<file path="src/rtl/mem_arbiter_2_1.sv">
// Two-master to one-slave memory arbiter with alternating tie-break,
// a per-transaction wait timeout, and a saturating timeout counter.
module mem_arbiter_2_1 #(
   parameter int unsigned TIMEOUT  = 256,
   parameter logic [31:0] ERR_DATA = 32'hDEADBEEF
) (
   input  logic        clk,
   input  logic        resetn,

   input  logic        s_mem_valid0,
   output logic        s_mem_ready0,
   input  logic [31:0] s_mem_addr0,
   input  logic [31:0] s_mem_wdata0,
   input  logic [3:0]  s_mem_wstrb0,
   output logic [31:0] s_mem_rdata0,

   input  logic        s_mem_valid1,
   output logic        s_mem_ready1,
   input  logic [31:0] s_mem_addr1,
   input  logic [31:0] s_mem_wdata1,
   input  logic [3:0]  s_mem_wstrb1,
   output logic [31:0] s_mem_rdata1,

   output logic        m_mem_valid,
   input  logic        m_mem_ready,
   output logic [31:0] m_mem_addr,
   output logic [31:0] m_mem_wdata,
   output logic [3:0]  m_mem_wstrb,
   input  logic [31:0] m_mem_rdata,

   output logic        timeout_err,
   output logic [7:0]  err_cnt
);

   typedef enum logic [1:0] {
      IDLE   = 2'd0,
      GRANT0 = 2'd1,
      GRANT1 = 2'd2
   } state_t;

   localparam logic [15:0] WAIT_LAST = 16'(TIMEOUT - 1);

   state_t      state, state_nxt;
   logic        last_grant, last_grant_nxt;
   logic [15:0] wait_cnt, wait_cnt_nxt;
   logic [7:0]  err_q, err_nxt;

   logic        sel_valid;
   logic [31:0] sel_addr;
   logic [31:0] sel_wdata;
   logic [3:0]  sel_wstrb;
   logic        timeout;
   logic        done;
   logic [31:0] ret_data;

   always_ff @(posedge clk or negedge resetn) begin
      if (!resetn) begin
         state      <= IDLE;
         last_grant <= 1'b1;
         wait_cnt   <= '0;
         err_q      <= '0;
      end else begin
         state      <= state_nxt;
         last_grant <= last_grant_nxt;
         wait_cnt   <= wait_cnt_nxt;
         err_q      <= err_nxt;
      end
   end

   always_comb begin
      state_nxt      = state;
      last_grant_nxt = last_grant;
      wait_cnt_nxt   = wait_cnt;
      err_nxt        = err_q;

      sel_valid = 1'b0;
      sel_addr  = '0;
      sel_wdata = '0;
      sel_wstrb = '0;
      timeout   = 1'b0;
      done      = 1'b0;
      ret_data  = '0;

      m_mem_valid  = 1'b0;
      m_mem_addr   = '0;
      m_mem_wdata  = '0;
      m_mem_wstrb  = '0;
      s_mem_ready0 = 1'b0;
      s_mem_ready1 = 1'b0;
      s_mem_rdata0 = '0;
      s_mem_rdata1 = '0;
      timeout_err  = 1'b0;

      unique case (state)
         IDLE: begin
            // On a tie, master 0 wins only when master 1 was granted last
            if (s_mem_valid0 && (!s_mem_valid1 || last_grant)) begin
               state_nxt      = GRANT0;
               last_grant_nxt = 1'b0;
               wait_cnt_nxt   = '0;
            end else if (s_mem_valid1) begin
               state_nxt      = GRANT1;
               last_grant_nxt = 1'b1;
               wait_cnt_nxt   = '0;
            end
         end
         GRANT0: begin
            sel_valid = s_mem_valid0;
            sel_addr  = s_mem_addr0;
            sel_wdata = s_mem_wdata0;
            sel_wstrb = s_mem_wstrb0;
         end
         GRANT1: begin
            sel_valid = s_mem_valid1;
            sel_addr  = s_mem_addr1;
            sel_wdata = s_mem_wdata1;
            sel_wstrb = s_mem_wstrb1;
         end
         default: state_nxt = IDLE;
      endcase

      if (state == GRANT0 || state == GRANT1) begin
         // Slave completion in the last wait cycle beats the timeout
         timeout     = sel_valid && !m_mem_ready && (wait_cnt == WAIT_LAST);
         m_mem_valid = sel_valid && !timeout;
         done        = (sel_valid && m_mem_ready) || timeout;
         ret_data    = timeout ? ERR_DATA : m_mem_rdata;
         timeout_err = timeout;

         if (m_mem_valid) begin
            m_mem_addr  = sel_addr;
            m_mem_wdata = sel_wdata;
            m_mem_wstrb = sel_wstrb;
         end

         if (state == GRANT0) begin
            s_mem_ready0 = done;
            s_mem_rdata0 = ret_data;
         end else begin
            s_mem_ready1 = done;
            s_mem_rdata1 = ret_data;
         end

         if (!sel_valid || done) begin
            state_nxt = IDLE;
         end else begin
            wait_cnt_nxt = wait_cnt + 16'd1;
         end

         if (timeout && err_q != 8'hFF) begin
            err_nxt = err_q + 8'd1;
         end
      end

      // The visible count already includes a timeout happening this cycle
      err_cnt = err_nxt;
   end

endmodule

</file>
<file path="config.mk">
export PLATFORM = sky130hd
export DESIGN_NAME = mem_arbiter_2_1
export DESIGN_NICKNAME = d
export VERILOG_FILES = /design/src/rtl/mem_arbiter_2_1.sv
export SDC_FILE = /design/constraint.sdc
export NUM_CORES = 1
export LEC_CHECK = 0
export CAP_MARGIN = 20
export CORE_AREA = 8 8 117 119
export DETAILED_ROUTE_END_ITERATION = 12
export DIE_AREA = 0 0 125 127
export HOLD_SLACK_MARGIN = 0.02
export PLACE_DENSITY = 0.78
export RECOVER_POWER = 50
export SLEW_MARGIN = 20
export SYNTH_ARGS = -nofsm -noshare
export SYNTH_HDL_FRONTEND = slang
export SYNTH_SLANG_ARGS = --single-unit
</file>
<file path="constraint.sdc">
create_clock -name clk -period 3.5 [get_ports clk]
set_input_delay 1.05 -clock clk [delete_from_list [all_inputs] [get_ports clk]]
set_output_delay 1.05 -clock clk [all_outputs]
set_load 0.02 [all_outputs]
</file>
==> out/metrics.csv <==
stage;metric;value;unit
outcome;status;complete, no violations;
synth;seq_area_frac_synth;22.8;%
flow_run;cap_violations;0;
critical_path;cp_data_arrival_time;2.42;ns
floorplanning;die_h;127;um
routing;vias;4762;
timing;rsz0062_at_grt;yes;
synth;synthTopCellsByArea;dfrtp_1 22%, a22oi_1 17%, nor2_1 16%;
layout;layout_common_cells;168 x clkdlybuf4s50_1, 125 x nor2_1, 69 x a22oi_1;
critical_path;ff2ff_path_depth;8;
floorplanning;start_util;25.1;%
routing;drt-initial-drc-count;298;
critical_path;r2r-end;wait_cnt[13];
global_routing;antenna_found_initial;11;
power;power_density;408;nW/um2
routing;wl;19.4;mm
global_routing;overflow;0;
placed_design;globalplace.congestion;0.906;
critical_path;regToRegStartpoint;state[0];
worst_hold_path;hold_depth;1;
timing;max_freq;288;MHz
timing;hold_viol;0;
clock_tree;cts_tree;done;
synth;synth_edf_count;0;
layout;seqCellArea;677;um2
placed_design;place_ws;-0.877;ns
synth;yosys_warnings;0;
clock_tree;h-tree-depth;1;
routing;antenna_left;0;
critical_path;cp_max_fo;5;
timing;setup_ws;0.0325;ns
global_routing;grt_use_total;22.8;%
clock_tree;insertion_delay;0.27;ns
synth;async_flop_share;100;%
critical_path;r2r_slack;0.92;ns
timing;fin_crit;3.47;ns
routing;drt_pass1_iterations;6;
clock_tree;clk_pin_slew_worst_paths;0.07;ns
clock_tree;cts-root-buf;clkbuf_16;
floorplanning;rows;40;
synth;postSynthAreaPerCell;6.83;um2
worst_hold_path;worstHoldStart;err_q[6];
clock_tree;cts_buffers;3;
global_routing;grt_pass1_vias;4759;
timing;maxSlewViolCount;0;
synth;yosys.area.top_type_share;22.0;%
floorplanning;ios;317;
routing;drc;0;
worst_hold_path;whs_endpoint;err_q[6];
floorplanning;coreArea;11800;um2
placed_design;port_buffers;316;
synth;syn_area;2960;um2
layout;multiInputGateArea;2170;um2
timing;tightestPinTransition;1.45;ns
layout;antennaDiodeCount;0;
placed_design;hpwlAfterDp;16.0;mm
critical_path;start_kind;input pin;
timing;timing.final.crit_share;99.1;%
critical_path;cp.required;2.45;ns
layout;n_fill_cell;1157;
layout;drive_above_1_share;23.7;%
synth;synth_area_leader_cell;dfrtp_1;
clock_tree;clockBufferDepth;2;
clock_tree;holdBufCountCts;0;
worst_hold_path;hp-class;reg2reg;
critical_path;crit_type;in2out;
critical_path;critPathCaptureType;primary output;
routing;viasPerCell;5.22;
timing;fin_skew;0.00269;ns
synth;synthesis.nets;612;
synth;yosys_most_used_dff;dfrtp_1;
synth;synth.distinct_cells;43;
global_routing;grt_max_degree;70;
floorplanning;dieArea;15900;um2
timing;maxSlewHeadroom;3.07;%
power;power.leakage;2.72;nW
layout;nets;944;
power;vdd.ir_drop.worst;0.247;mV
routing;wl_per_cell;21.3;um
timing;tns;0;ns
floorplanning;die_w;125;um
synth;synth-seq-cells;27;
layout;mostFrequentLayoutCell;clkdlybuf4s50_1;
layout;area_growth;113;%
timing;setup_viol;0;
global_routing;grt_pass1_wl;28.8;mm
clock_tree;clock_sinks;27;
synth;synthCells;434;
-- layout make-up --
cell class              count  share of cell area [%]
inverters                   7                   0.417
multi-input cells         362                    34.5
clock buffers               3                    1.19
flip-flops and latches     27                    10.7
well taps                 147                    2.92
clock inverters             1                   0.139
repair buffers            365                    50.1
-- worst max-delay path, stage by stage --
cell and delay (ns):
buf_2 0.10, a22o_1 0.20, and2_4 0.21, and3_4 0.21
nand3_1 0.09, xnor2_1 0.24, clkdlybuf4s15_2 0.31
-- worst max-delay path by stage --
stage / from / endpoint / slack (ns) / cells after the start
floorplan: s_mem_valid0 / s_mem_rdata0[18] / 0.11 / 6
global placement: s_mem_valid1 / err_cnt[7] / -0.84 / 7
detailed placement: s_mem_valid1 / err_cnt[7] / -0.88 / 7
CTS: m_mem_ready / m_mem_wdata[28] / 0.0008 / 9
global route: m_mem_ready / err_cnt[7] / -0.03 / 8
finish: s_mem_valid1 / err_cnt[3] / 0.03 / 7
-- cells in the mapped netlist, types with 2 or more instances --
cell type and instances:
nor3_2 2, nand3_1 10, nand4_1 7, nor3_1 8, nor2_1 127, o31ai_1 2, inv_1 7, mux2_2 2
a22oi_1 69, dfrtp_1 26, a211o_1 5, nor3b_1 3, o21a_1 24, o21ai_0 16, xor2_1 4, nand2_1 22
xnor2_1 4, a21oi_1 5, and2_1 2, ha_1 5, and3_1 22, buf_2 12, clkbuf_1 23, nor2b_1 3
nand2b_1 5, buf_4 2
-- repair_timing --
action | in CTS | in global routing
gates cloned | 3 | 0
endpoints found under the setup margin | 144 | 76
buffers inserted | 14 | 1
pin swaps | 9 | 6
resized for setup | 569 | 9
-- power by group --
group          switching, mW  leakage, nW  internal (mW)  total [mW]
clock                  0.115       0.0415          0.158       0.273
sequential            0.0162        0.372          0.334       0.351
combinational           1.07         2.30          0.874        1.95
total                   1.20         2.72           1.37        2.57
-- state kept, by name, summed over array words and instances (netlist names) --
register,flops
wait_cnt,16
state,2
err_q,8
last_grant,1
-- logic make-up after synthesis --
| logic type | count (synthesis) | synth area share [%] |
|---|---|---|
| xor+xnor | 8 | 2.36 |
| fa+ha+maj | 5 | 2.11 |
| compound gates | 126 | 30.4 |
| buf+inv | 45 | 6.46 |
| simple gates | 220 | 34.7 |
| mux | 3 | 1.14 |
| flops | 27 | 22.8 |
-- metal layers --
layer / part of all wire [%] / global-route usage [%]
met5: 0.69 / 0
met2: 50 / 41.2
met1: 36 / 23.4
met4: 1.8 / 5.59
met3: 11 / 10.7
-- stage by stage --
| stage | cell area, um2 | util (%) | hold slack (ns) | power, mW | cells |
|---|---|---|---|---|---|
| 3_5_place_dp | 6470 | 54.8 | 0.476 | 2.35 | 890 |
| 2_1_floorplan | 2960 | - | 0.451 | 1.40 | 434 |
| 5_1_grt | 6300 | 53.4 | 0.511 | 2.74 | 912 |
| 4_1_cts | 6350 | 53.7 | 0.487 | 2.60 | 911 |
| 3_3_place_gp | 6470 | 54.8 | 0.471 | 2.32 | 890 |
| 6_report | 6300 | 53.4 | 0.500 | 2.57 | 912 |
No activity file was read; power rests on OpenSTA's default activity.
